<file path="src/rtl/move_sequencer_pkg.sv">
// Shared cell encodings, FSM state type and sizing helpers for the move sequencer.
package move_sequencer_pkg;

  localparam logic [1:0] CELL_EMPTY = 2'd0;
  localparam logic [1:0] CELL_X     = 2'd1;
  localparam logic [1:0] CELL_O     = 2'd2;

  typedef enum logic [2:0] {
    IDLE   = 3'd0,
    CLEAR  = 3'd1,
    FETCH  = 3'd2,
    SUBMIT = 3'd3,
    GAP    = 3'd4,
    FINISH = 3'd5
  } state_t;

  // Bits needed to index `value` entries; never less than one.
  function automatic int clog2(input int value);
    int r;
    r = 0;
    while ((1 << r) < value) r++;
    return (r < 1) ? 1 : r;
  endfunction

  function automatic int max4(input int a, input int b, input int c, input int d);
    int m;
    m = a;
    if (b > m) m = b;
    if (c > m) m = c;
    if (d > m) m = d;
    return m;
  endfunction

endpackage

</file>
<file path="src/rtl/move_script_ram.sv">
// Script storage: DEPTH entries of {cell index, cell value}, synchronous write, asynchronous read.
module move_script_ram
  import move_sequencer_pkg::*;
#(
  parameter  int DEPTH = 16,
  parameter  int DW    = 6,
  localparam int AW    = clog2(DEPTH)
) (
  input  logic          i_clk,
  input  logic          i_we,
  input  logic [AW-1:0] i_waddr,
  input  logic [DW-1:0] i_wdata,
  input  logic [AW-1:0] i_raddr,
  output logic [DW-1:0] o_rdata
);

  logic [DW-1:0] r_mem [DEPTH];

  always_ff @(posedge i_clk) begin
    if (i_we) r_mem[i_waddr] <= i_wdata;
  end

  assign o_rdata = r_mem[i_raddr];

endmodule

</file>
<file path="src/rtl/move_sequencer.sv">
// Replays a loaded move script into a board: clear pulse, then one submit/response handshake per move.
// IDLE wait for start | CLEAR board_reset pulse | FETCH read entry | SUBMIT strobe, await response | GAP spacing | FINISH done pulse
module move_sequencer
  import move_sequencer_pkg::*;
#(
  parameter  int SIDE           = 3,
  parameter  int DEPTH          = 16,
  parameter  int RESET_CYCLES   = 2,
  parameter  int SUBMIT_MIN     = 1,
  parameter  int GAP_CYCLES     = 1,
  parameter  int TIMEOUT        = 15,
  parameter  int STOP_ON_REJECT = 1,
  localparam int IW             = clog2(SIDE * SIDE),
  localparam int AW             = clog2(DEPTH),
  localparam int NW             = AW + 1,
  localparam int CW             = clog2(max4(RESET_CYCLES, SUBMIT_MIN, GAP_CYCLES, TIMEOUT) + 1)
) (
  input  logic          i_clk,
  input  logic          i_reset,
  input  logic          i_load_en,
  input  logic [AW-1:0] i_load_addr,
  input  logic [IW-1:0] i_load_loc,
  input  logic [1:0]    i_load_val,
  input  logic [NW-1:0] i_num_moves,
  input  logic          i_start,
  input  logic          i_accept,
  input  logic          i_reject,
  output logic          o_board_reset,
  output logic [IW-1:0] o_update_loc,
  output logic [1:0]    o_update_val,
  output logic          o_submit,
  output logic          o_busy,
  output logic          o_done,
  output logic          o_error,
  output logic [NW-1:0] o_moves_played
);

  localparam int GAP_LOAD = (GAP_CYCLES > 0) ? GAP_CYCLES - 1 : 0;

  state_t        r_state, w_state_nx;
  logic [CW-1:0] r_cnt;
  logic [NW-1:0] r_ptr, r_n, r_moves;
  logic [IW-1:0] r_loc;
  logic [1:0]    r_val;
  logic          r_busy, r_error, r_got, r_rej;

  logic [IW+1:0] w_rd_data;
  logic [CW:0]   w_high;
  logic [NW-1:0] w_ptr_nx, w_n_start;
  logic          w_we, w_resp_now, w_have, w_rej, w_min_ok, w_timeout, w_leave, w_stop;

  assign w_we = i_load_en && (r_state == IDLE);

  move_script_ram #(.DEPTH(DEPTH), .DW(IW + 2)) u_ram (
    .i_clk   (i_clk),
    .i_we    (w_we),
    .i_waddr (i_load_addr),
    .i_wdata ({i_load_loc, i_load_val}),
    .i_raddr (r_ptr[AW-1:0]),
    .o_rdata (w_rd_data)
  );

  // r_cnt counts completed SUBMIT cycles, so w_high is how long submit has been up including now.
  assign w_high     = {1'b0, r_cnt} + 1'b1;
  assign w_resp_now = i_accept | i_reject;
  assign w_have     = r_got | w_resp_now;
  assign w_rej      = r_got ? r_rej : i_reject;
  assign w_min_ok   = (w_high >= (CW + 1)'(SUBMIT_MIN));
  assign w_timeout  = !w_have && (w_high == (CW + 1)'(TIMEOUT));
  assign w_leave    = w_have && w_min_ok;
  assign w_stop     = w_rej && (STOP_ON_REJECT != 0);
  assign w_ptr_nx   = r_ptr + 1'b1;
  assign w_n_start  = (i_num_moves > NW'(DEPTH)) ? NW'(DEPTH) : i_num_moves;

  always_ff @(posedge i_clk or posedge i_reset) begin
    if (i_reset) r_state <= IDLE;
    else         r_state <= w_state_nx;
  end

  always_comb begin
    w_state_nx = r_state;
    case (r_state)
      IDLE:   if (i_start) w_state_nx = CLEAR;
      CLEAR:  if (r_cnt == '0) w_state_nx = (r_n == '0) ? FINISH : FETCH;
      FETCH:  w_state_nx = SUBMIT;
      SUBMIT: begin
        if (w_timeout || (w_leave && w_stop)) w_state_nx = FINISH;
        else if (w_leave) begin
          if (GAP_CYCLES > 0) w_state_nx = GAP;
          else                w_state_nx = (w_ptr_nx == r_n) ? FINISH : FETCH;
        end
      end
      GAP:    if (r_cnt == '0) w_state_nx = (r_ptr == r_n) ? FINISH : FETCH;
      FINISH: w_state_nx = IDLE;
      default: w_state_nx = IDLE;
    endcase
  end

  always_comb begin
    o_board_reset = 1'b0;
    o_submit      = 1'b0;
    o_done        = 1'b0;
    case (r_state)
      CLEAR:   o_board_reset = 1'b1;
      SUBMIT:  o_submit      = 1'b1;
      FINISH:  o_done        = 1'b1;
      default: ;
    endcase
  end

  always_ff @(posedge i_clk or posedge i_reset) begin
    if (i_reset) begin
      r_cnt   <= '0;
      r_ptr   <= '0;
      r_n     <= '0;
      r_moves <= '0;
      r_loc   <= '0;
      r_val   <= CELL_EMPTY;
      r_busy  <= 1'b0;
      r_error <= 1'b0;
      r_got   <= 1'b0;
      r_rej   <= 1'b0;
    end else begin
      case (r_state)
        IDLE: if (i_start) begin
          r_n     <= w_n_start;
          r_ptr   <= '0;
          r_moves <= '0;
          r_error <= 1'b0;
          r_busy  <= 1'b1;
          r_cnt   <= CW'(RESET_CYCLES - 1);
        end
        CLEAR: if (r_cnt != '0) r_cnt <= r_cnt - 1'b1;
        FETCH: begin
          {r_loc, r_val} <= w_rd_data;
          r_cnt          <= '0;
          r_got          <= 1'b0;
          r_rej          <= 1'b0;
        end
        SUBMIT: begin
          r_cnt <= r_cnt + 1'b1;
          if (!r_got && w_resp_now) begin
            r_got <= 1'b1;
            r_rej <= i_reject;
          end
          if (w_timeout) r_error <= 1'b1;
          else if (w_leave) begin
            if (w_rej) r_error <= 1'b1;
            else       r_moves <= r_moves + 1'b1;
            r_ptr <= w_ptr_nx;
            r_cnt <= CW'(GAP_LOAD);
          end
        end
        GAP: if (r_cnt != '0) r_cnt <= r_cnt - 1'b1;
        FINISH: r_busy <= 1'b0;
        default: ;
      endcase
    end
  end

  assign o_update_loc   = r_loc;
  assign o_update_val   = r_val;
  assign o_busy         = r_busy;
  assign o_error        = r_error;
  assign o_moves_played = r_moves;

endmodule
</file>
<file path="config.mk">
export PLATFORM = sky130hd
export DESIGN_NAME = move_sequencer
export DESIGN_NICKNAME = d
export VERILOG_FILES = /design/src/rtl/move_sequencer_pkg.sv /design/src/rtl/move_script_ram.sv /design/src/rtl/move_sequencer.sv
export SDC_FILE = /design/constraint.sdc
export NUM_CORES = 1
export LEC_CHECK = 0
export ABC_AREA = 1
export BUFFER_PORTS_ARGS = -buffer_cell sky130_fd_sc_hd__buf_2
export CORE_MARGIN = 2
export CORE_UTILIZATION = 55
export DETAILED_ROUTE_END_ITERATION = 6
export PLACE_DENSITY = 0.82
export SYNTH_ARGS = -nofsm -noshare
export SYNTH_HDL_FRONTEND = slang
export SYNTH_HIERARCHICAL = 1
export SYNTH_SLANG_ARGS = --single-unit
export TNS_END_PERCENT = 1
</file>
<file path="constraint.sdc">
create_clock -name i_clk -period 1.7 [get_ports i_clk]
set_input_delay 0.085 -clock i_clk [delete_from_list [all_inputs] [get_ports i_clk]]
set_output_delay 0.085 -clock i_clk [all_outputs]
set_load 0.01 [all_outputs]
</file>
==> impl_metrics.json, run 1 <==
{
  "worstHoldPathType": "in -> reg",
  "startpoint_type": "register",
  "max_freq_mhz": 568.1,
  "h-tree-depth": 4,
  "crit_fanout": 6,
  "total_leakage_power_nw": 3.462,
  "cts_buffers": 17,
  "finalSetupViolCount": 48,
  "skew_ns": 0.007978,
  "die_area_um2": 12110,
  "final_cell_mix": "nand2_1, inv_1, edfxtp_1",
  "status": "finished, violations left",
  "clock-sinks": 128,
  "synth-async-reset-ratio_pct": 25.00,
  "nFillCells": 790,
  "final_common_cell": "nand2_1",
  "dr_wl_met3_um": 786,
  "cap_violations": 0,
  "syn_inst": 684,
  "wl_mm": 14.36,
  "final_cells": 921,
  "path_clk_slew_ns": 0.06,
  "timing.final.ws_setup_ns": -0.06027,
  "tritoncts": "done",
  "violations": "negative setup slack",
  "tightestPinTransition_ns": 0.4412,
  "dr.max_layer_used": "met4",
  "firstDrtPassIters": 5,
  "slew_headroom_pct": 70.51,
  "die_width_um": 110.0,
  "grt-ovfl-total": 0,
  "ys_warn_count": 6,
  "p_per_area_nw_per_um2": 1357,
  "worstPathArrival_ns": 2.00,
  "cts_buffer_depth": 2,
  "track_usage_pct": 25.21,
  "wl_met2_mm": 7.247,
  "syn_nets": 711,
  "final_max_slew_viol_count": 0,
  "grt_start_max_net_pins": 38,
  "area_delta_synth_final_pct": 23.51,
  "clock_latency_ns": 0.53,
  "grt_pass1_wl_mm": 22.50,
  "period_minus_slack_ns": 1.760,
  "grt_pass1_vias": 4717,
  "synth_edf_count": 96,
  "num_rows": 38,
  "post-place-ws_ns": -0.1193,
  "route.vias.total": 4881,
  "worstPathRequired_ns": 1.94,
  "critical_path_class": "reg -> reg",
  "syn_area_um2": 6183,
  "die_h_um": 110.0,
  "synth_seq_cells": 128,
  "drtIter0Drc": 348,
  "fin_nets": 795,
  "coreArea_um2": 10890,
  "avgRoutedWirePerCell_um": 15.59,
  "synth.distinct_cells": 32,
  "yosysSeqAreaShare_pct": 59.57,
  "synth_area_per_cell_um2": 9.040,
  "antenna_found_initial": 0,
  "drc_errors": 0,
  "dp_hpwl_mm": 9.510,
  "drive_above_1_share_pct": 19.97,
  "start_util_pct": 56.79,
  "vdd_ir_drop_max_v": 0.001123,
  "boundaryPins": 37,
  "dp.cells": 870,
  "synth_ff_type": "edfxtp_1",
  "ant_nets": 0,
  "routabilityCongestion": 0.9547,
  "critPathCaptureType": "register",
  "avgViaCountPerCell": 5.300,
  "hold_viol_final": 0,
  "numPortBuffers": 36,
  "cts_root_buf": "clkbuf_8",
  "diodes": 0,
  "wirelength_met1_mm": 6.060,
  "rsz0062_at_grt": "yes",
  "period_share_pct": 103.5
}
final timing paths:
check | end | slack [ns] | cells after the start | from
worst max-delay path | u_ram/r_mem[8][4] | -0.06 | 10 | r_state[0]
worst min-delay path | r_n[0] | 0.02 | 4 | i_start
worst max register to register | u_ram/r_mem[8][4] | -0.06 | 10 | r_state[0]
worst min register to register | o_error | 0.49 | 1 | o_error
max in group asynchronous | r_cnt[2] | 1.17 | 4 | i_reset
min in group asynchronous | r_n[0] | 0.19 | 4 | i_reset
cell type report:
class / instances / area, um^2 / share of cell area, %
clock buffers: 19 / 421.7 / 5.521
clock inverters: 13 / 161.4 / 2.113
inverters: 115 / 441.7 / 5.783
multi-input cells: 421 / 2108 / 27.60
flip-flops and latches: 128 / 3685 / 48.25
well taps: 140 / 175.2 / 2.294
repair buffers: 85 / 644.4 / 8.437
through the flow:
| step | TNS (ns) | util, % | hold WS (ns) | power, W | area, um^2 |
|---|---|---|---|---|---|
| after floorplan | -7.301 | - | 0.1839 | 0.005678 | 6213 |
| after global placement | -3.646 | 61.64 | 0.1900 | 0.006457 | 6711 |
| after detailed placement | -7.522 | 61.64 | 0.2096 | 0.006521 | 6711 |
| after CTS | -0.01770 | 69.26 | 0.001180 | 0.01018 | 7541 |
| after global routing | -6.214 | 70.14 | 0.009381 | 0.01091 | 7637 |
| final | -1.751 | 70.14 | 0.01690 | 0.01036 | 7637 |
sequential cells by signal (all words and copies together) (netlist names):
name	cells
o_update_val	2
r_cnt	4
r_state	3
u_ram/r_mem	96
o_update_loc	4
r_got	1
o_moves_played	5
r_rej	1
r_n	5
o_error	1
o_busy	1
r_ptr	5
critical path, cell delays in order, from the launching register on:
cell	delay [ns]
dfrtp_1	0.40
nor2_2	0.13
inv_2	0.07
nor2_4	0.10
inv_2	0.05
nor2_2	0.11
buf_6	0.14
nand3b_1	0.11
buf_6	0.16
nor2_4	0.08
buf_6	0.13
layer usage:
layer / vias to the layer above / track usage (%)
met3: 25 / 5.879
li1: 2362 / -
met1: 2323 / 31.05
met2: 171 / 43.12
met4: 0 / 9.765
met5: - / 0
power breakdown:
part           switching, W  total, W  leakage [nW]  internal [W]
combinational       0.00183   0.00296          1.91       0.00113
sequential         0.000198   0.00386          1.28       0.00366
clock               0.00131   0.00355         0.276       0.00223
synthesized netlist by cell type (all sizes together) (2+ instances only):
cell type / instances / share of area [%]
nor3: 2 / 0.16
nor2: 50 / 3.6
xor2: 3 / 0.43
buf: 17 / 1.8
inv: 115 / 7.0
xnor2: 3 / 0.43
clkbuf: 3 / 0.18
a21oi: 7 / 0.63
dfrtp: 32 / 13
nand2: 222 / 14
nand4: 5 / 0.61
nand3: 98 / 8.3
o21ai: 17 / 1.6
edfxtp: 96 / 47
ha: 6 / 1.2
nand3b: 4 / 0.49
kinds of logic (layout without fill, tap and decap cells):
kind of cell | count (synthesis) | after routing | synth area share (%)
AO/OA/AOI/OAI | 27 | 27 | 2.570
XOR/XNOR | 6 | 6 | 0.8500
adder cells (fa/ha/maj) | 6 | 6 | 1.214
buffers and inverters | 135 | 232 | 8.923
flip-flops | 128 | 128 | 59.57
AND/OR/NAND/NOR | 382 | 382 | 26.87
repair_timing:
action,4_1_cts,5_1_grt
setup buffers,4,2
resized for setup,21,21
endpoints found under the hold margin,103,10
hold buffers,12,1
pin swaps,3,6
setup endpoints to repair,76,114
Power figures use the tool's default switching activity.
==> inputs of run 2 (changes only) <==
==> constraint.sdc (replaced) <==
create_clock -name i_clk -period 1.6 [get_ports i_clk]
set_input_delay 0.08 -clock i_clk [delete_from_list [all_inputs] [get_ports i_clk]]
set_output_delay 0.08 -clock i_clk [all_outputs]
set_load 0.01 [all_outputs]
==> run 2 against run 1 <==
The run still ends with negative setup slack left. Clock skew decreased by 0.0025 ns. Design area is 1.4% higher. Combinational power grew 14%. Utilization increased by 1.0 points. Sequential share of layout area is 0.68 points lower. Final cell count is 1.4% higher. Non-clock buffer count up 15. Sequential power increased by 6.0%. First-iteration DRC count decreased by 1.4%. Worst setup slack worse by 0.15 ns. Count of clock-buffer cells in the layout increased by 1.
==> impl_metrics.json, run 2 (same netlist as run 1, synthesis figures left out) <==
{
  "skew_ns": 0.005452,
  "track_usage_pct": 26.76,
  "postLayoutCellArea_um2": 7746,
  "tritoncts": "done",
  "clock_latency_ns": 0.52,
  "diodes": 0,
  "die_area_um2": 12110,
  "final_max_slew_viol_count": 0,
  "final_cell_mix": "nand2_1, inv_1, edfxtp_1",
  "critical_path_class": "reg -> reg",
  "clock-sinks": 128,
  "reg2reg_to": "u_ram/r_mem[9][4]",
  "whs_path_depth": 3,
  "cpMaxStageDelayCell": "dfrtp_1",
  "start_util_pct": 56.79,
  "max_stage_delay_ns": 0.39,
  "cap_violations": 0,
  "numPortBuffers": 36,
  "grt_pass1_wl_mm": 23.78,
  "crit_fanout": 6,
  "coreArea_um2": 10890,
  "reg2reg_depth": 10,
  "cts_root_buf": "clkbuf_8",
  "hold_viol_final": 0,
  "status": "finished, violations left",
  "ant_nets": 0,
  "worstPathRequired_ns": 1.84,
  "finalPower_w": 0.01114,
  "antenna_found_initial": 0,
  "max_freq_mhz": 551.9,
  "num_rows": 38,
  "grt_start_max_net_pins": 33,
  "avgViaCountPerCell": 5.428,
  "period_share_pct": 113.2,
  "final_cells": 934,
  "crit_chain": "nor2_2 > inv_2 > nor2_4 > inv_2 > nor2_1 > buf_4 > nand3b_1 > buf_6 > nor2_4 > buf_6",
  "path_clk_slew_ns": 0.06,
  "slew_headroom_pct": 64.61,
  "grt_pass1_vias": 4984,
  "worstPathArrival_ns": 2.05,
  "timing.setup.tns_ns": -15.61,
  "die_width_um": 110.0,
  "nFillCells": 725,
  "tightestPinTransition_ns": 0.5241,
  "timing.final.ws_setup_ns": -0.2118,
  "cts_buffer_depth": 2,
  "die_h_um": 110.0,
  "wl_mm": 15.09,
  "regMostFlops": "u_ram/r_mem",
  "total_leakage_power_nw": 3.523,
  "rrSetupSlack_ns": -0.21,
  "r2r-start": "r_state[0]",
  "violations": "negative setup slack",
  "cpLargestDelayFamily": "buffers and inverters",
  "boundaryPins": 37,
  "firstDrtPassIters": 5,
  "drtIter0Drc": 343,
  "routabilityCongestion": 0.9794,
  "h-tree-depth": 4,
  "min_to": "u_ram/r_mem[12][3]",
  "cts_buffers": 17,
  "drc_errors": 0,
  "finalSetupViolCount": 112,
  "hp-start": "i_load_addr[2]",
  "drive_above_1_share_pct": 21.03,
  "rsz0062_at_grt": "yes",
  "path_buf_inv": 5,
  "critPathCaptureType": "register",
  "place_area_um2": 6754,
  "vdd_ir_drop_max_v": 0.001231,
  "avgRoutedWirePerCell_um": 16.15,
  "dp_hpwl_mm": 9.649,
  "route.vias.total": 5070,
  "p_per_area_nw_per_um2": 1438,
  "whs_ns": 0.07975,
  "area_delta_synth_final_pct": 25.27,
  "period_minus_slack_ns": 1.812,
  "worstHoldPathType": "in -> reg",
  "final_common_cell": "nand2_1",
  "grt-ovfl-total": 0,
  "fin_nets": 810,
  "dp.cells": 879,
  "startpoint_type": "register",
  "largest_reg_flops": 96
}
==> run 2: worst max path at each step <==
stage          startpoint                 end  slack [ns]  cells past startpoint
2_1_floorplan  r_state[0]  u_ram/r_mem[12][0]       -0.18                      7
3_3_place_gp   r_state[0]  u_ram/r_mem[14][2]       -0.16                      8
3_5_place_dp   r_state[0]  u_ram/r_mem[14][3]       -0.23                      8
4_1_cts        r_state[1]  u_ram/r_mem[10][3]       -0.12                      9
5_1_grt        r_state[0]  u_ram/r_mem[11][2]       -0.27                      9
6_report       r_state[0]   u_ram/r_mem[9][4]       -0.21                     10
==> run 2: cell type report <==
type / instances / area, um^2 / share of cell area [%]
Multi-Input combinational cell: 421 / 2115 / 27.30
Sequential cell: 128 / 3685 / 47.57
Clock buffer: 20 / 425.4 / 5.492
Tap cell: 140 / 175.2 / 2.261
Timing Repair Buffer: 100 / 763.2 / 9.853
Clock inverter: 10 / 138.9 / 1.793
Inverter: 115 / 444.2 / 5.734
==> run 2: per-stage QoR <==
step	utilization, %	setup slack, ns
after floorplan	-	-0.1783
after global placement	62.03	-0.1621
after detailed placement	62.03	-0.2312
after CTS	70.63	-0.1176
after global routing	71.14	-0.2685
final	71.14	-0.2118
==> run 2: timing repair <==
item | 4_1_cts | 5_1_grt
cloned | 0 | 0
hold buffers | 15 | 0
gates resized for setup | 31 | 15
buffers inserted | 9 | 1
endpoints found under the hold margin | 137 | 0
pin swaps | 9 | 4
endpoints found under the setup margin | 114 | 123
==> run 2: where the power goes <==
part | total, W | internal (W) | leakage [nW] | switching [W]
Sequential | 0.00409 | 0.00389 | 1.28 | 0.000200
Combinational | 0.00337 | 0.00134 | 1.98 | 0.00204
Clock | 0.00368 | 0.00235 | 0.265 | 0.00133
Total | 0.0111 | 0.00757 | 3.52 | 0.00357
==> run 2: worst reg2reg max path, delay by kind of cell (launching register included) <==
family	cells	cell delay, ns
buffers and inverters	5	0.57
flip-flops	1	0.39
AND/OR/NAND/NOR	5	0.58
==> run 2: routing by layer <==
| metal | track usage (%) | wire (um) | vias to the layer above |
|---|---|---|---|
| li1 | - | - | 2398 |
| met4 | 10.85 | 315 | 0 |
| met3 | 6.349 | 991 | 37 |
| met2 | 47.11 | 7842 | 233 |
| met5 | 0 | 0 | - |
| met1 | 31.45 | 5937 | 2402 |
==> inputs of run 3 (changes only) <==
--- a/config.mk
+++ b/config.mk
@@ -8,9 +8,9 @@
 export ABC_AREA = 1
 export BUFFER_PORTS_ARGS = -buffer_cell sky130_fd_sc_hd__buf_2
 export CORE_MARGIN = 2
-export CORE_UTILIZATION = 55
+export CORE_UTILIZATION = 60
 export DETAILED_ROUTE_END_ITERATION = 6
-export PLACE_DENSITY = 0.82
+export PLACE_DENSITY = 0.85
 export SYNTH_ARGS = -nofsm -noshare
 export SYNTH_HDL_FRONTEND = slang
 export SYNTH_HIERARCHICAL = 1
==> constraint.sdc (replaced) <==
create_clock -name i_clk -period 2.1 [get_ports i_clk]
set_input_delay 0.105 -clock i_clk [delete_from_list [all_inputs] [get_ports i_clk]]
set_output_delay 0.105 -clock i_clk [all_outputs]
set_load 0.01 [all_outputs]
==> run 3 against run 2 <==
The run ends with design-rule violations left. Flip-flop and latch count is the same. Clock power shrank 19%. Critical path depth shrank 1. Design area shrank 5.1%. Die area shrank 8.0%. Total power shrank 27%. Critical path type unchanged. Largest power group unchanged.
==> impl_metrics.json, run 3 (same netlist as run 1, synthesis figures left out) <==
{
  "finalPower_w": 0.008148,
  "period_share_pct": 93.46,
  "timing.final.ws_setup_ns": 0.1374,
  "path_clk_slew_ns": 0.06,
  "p_per_area_nw_per_um2": 1108,
  "cts_buffer_depth": 2,
  "drc_errors": 1,
  "rsz0062_at_grt": "no",
  "final_cells": 907,
  "worstPathRequired_ns": 2.54,
  "max_freq_mhz": 509.5,
  "worstPathArrival_ns": 2.40,
  "skew_ns": 0.008268,
  "period_minus_slack_ns": 1.963,
  "p_clk_share_pct": 36.5,
  "wl_met2_mm": 7.507,
  "track_usage_pct": 27.66,
  "final_max_slew_viol_count": 0,
  "area_delta_synth_final_pct": 18.90,
  "p_seq_share_pct": 38.8,
  "dr_wl_met3_mm": 1.177,
  "postLayoutCellArea_um2": 7352,
  "grt_start_max_net_pins": 37,
  "dr.max_layer_used": "met4",
  "startpoint_type": "register",
  "nFillCells": 708,
  "critical_path_class": "reg -> reg",
  "vdd_ir_drop_max_v": 0.0007409,
  "largest_reg_flops": 96,
  "regMostFlops": "u_ram/r_mem",
  "grt-ovfl-total": 0,
  "cts_buffers": 17,
  "cap_violations": 0,
  "route.vias.total": 5038,
  "r2r-start": "r_state[0]",
  "final_common_cell": "nand2_1",
  "die_width_um": 105.5,
  "grt_pass1_wl_mm": 23.55,
  "wirelength_met1_mm": 5.684,
  "firstDrtPassIters": 7,
  "diodes": 0,
  "boundaryPins": 37,
  "hold_viol_final": 0,
  "critPathCaptureType": "register",
  "routabilityCongestion": 0.9133,
  "wl_mm": 14.78,
  "place_area_um2": 6614,
  "hp-start": "i_load_val[1]",
  "worstHoldPathType": "in -> reg",
  "die_area_um2": 11130,
  "slew_headroom_pct": 69.60,
  "start_util_pct": 60.71,
  "antenna_found_initial": 0,
  "p_sw_share_pct": 33.00,
  "avgRoutedWirePerCell_um": 16.29,
  "tritoncts": "done",
  "cts_root_buf": "clkbuf_8",
  "numPortBuffers": 36,
  "num_rows": 37,
  "avgViaCountPerCell": 5.555,
  "regArea_um2": 3685,
  "timing.setup.tns_ns": 0,
  "p_int_w": 0.005459,
  "dp.cells": 861,
  "ant_nets": 0,
  "p_sw_w": 0.002689,
  "final_cell_mix": "nand2_1, inv_1, edfxtp_1",
  "coreArea_um2": 10180,
  "die_h_um": 105.5,
  "clock_latency_ns": 0.52,
  "drtIter0Drc": 396,
  "drive_above_1_share_pct": 15.69,
  "h-tree-depth": 4,
  "dp_hpwl_mm": 9.267,
  "finalSetupViolCount": 0,
  "cp-startpoint": "r_state[0]",
  "status": "finished, violations left",
  "fin_nets": 785,
  "violations": "design-rule violations",
  "grt_pass1_vias": 4981,
  "post-place-ws_ns": 0.1984,
  "clock-sinks": 128,
  "total_leakage_power_nw": 3.404,
  "multi_input_area_um2": 1953,
  "tightestPinTransition_ns": 0.4560,
  "combPwrFrac_pct": 24.7,
  "crit_fanout": 6
}
-- run 3: cell types whose count changed in the layout (fill, tap and decap cells not counted), moves of 4 or more --
cell | before | now
nor2_1 | 28 | 42
buf_4 | 38 | 25
nand2_1 | 212 | 219
buf_6 | 10 | 0
inv_6 | 3 | 7
nor2_4 | 15 | 4
nand2_2 | 9 | 3
-- run 3: timing repair --
action                                  4_1_cts  5_1_grt
hold buffers                                 12        1
resized for setup                             0        2
buffers inserted                              0        1
endpoints found under the hold margin        39        3
endpoints found under the setup margin        0        2
-- run 3: area by class of cell --
class	count	share of cell area, %
clock buffers	19	5.735
well taps	136	2.314
flip-flops and latches	128	50.12
clock inverters	13	2.349
repair buffers	75	7.046
inverters	115	5.871
multi-input cells	421	26.57
-- run 3: worst paths after layout --
check	to	slack, ns	cells after the start
max reg2reg	r_n[1]	0.14	9
min	u_ram/r_mem[4][1]	0.01	1
max	r_n[1]	0.14	9
min in group asynchronous	r_cnt[2]	0.21	4
min reg2reg	o_update_loc[1]	0.49	2
max in group asynchronous	r_state[0]	1.57	4
-- run 3: layer usage --
layer / GRT usage, % / up-vias
met1: 33.12 / 2370
li1: - / 2340
met4: 12.88 / 0
met5: 0 / -
met3: 6.865 / 45
met2: 47.14 / 283
-- run 3: power groups by stage --
stage	Clock [W]	Combinational (W)	Sequential [W]
CTS	0.00300	0.00197	0.00315
global route	0.00311	0.00226	0.00318
detailed placement	0	0.00192	0.00319
global placement	0	0.00185	0.00318
floorplan	0	0.00141	0.00318
finish	0.00297	0.00202	0.00316
-- run 3: worst max-delay path: stages (launching register included) --
cell and delay, ns:
dfrtp_2 0.45, nor2_4 0.14, inv_2 0.06, nor2_4 0.11
inv_2 0.08, nor2_4 0.14, buf_4 0.16, nand3_1 0.08
dlygate4sd3_1 0.58, o21ai_0 0.09
-- run 3: stage by stage --
step / util, % / hold WS, ns
2_1_floorplan: - / 0.2039
3_3_place_gp: 64.94 / 0.2039
3_5_place_dp: 64.94 / 0.2141
4_1_cts: 71.95 / 0.008853
5_1_grt: 72.19 / 0.009879
6_report: 72.19 / 0.01487
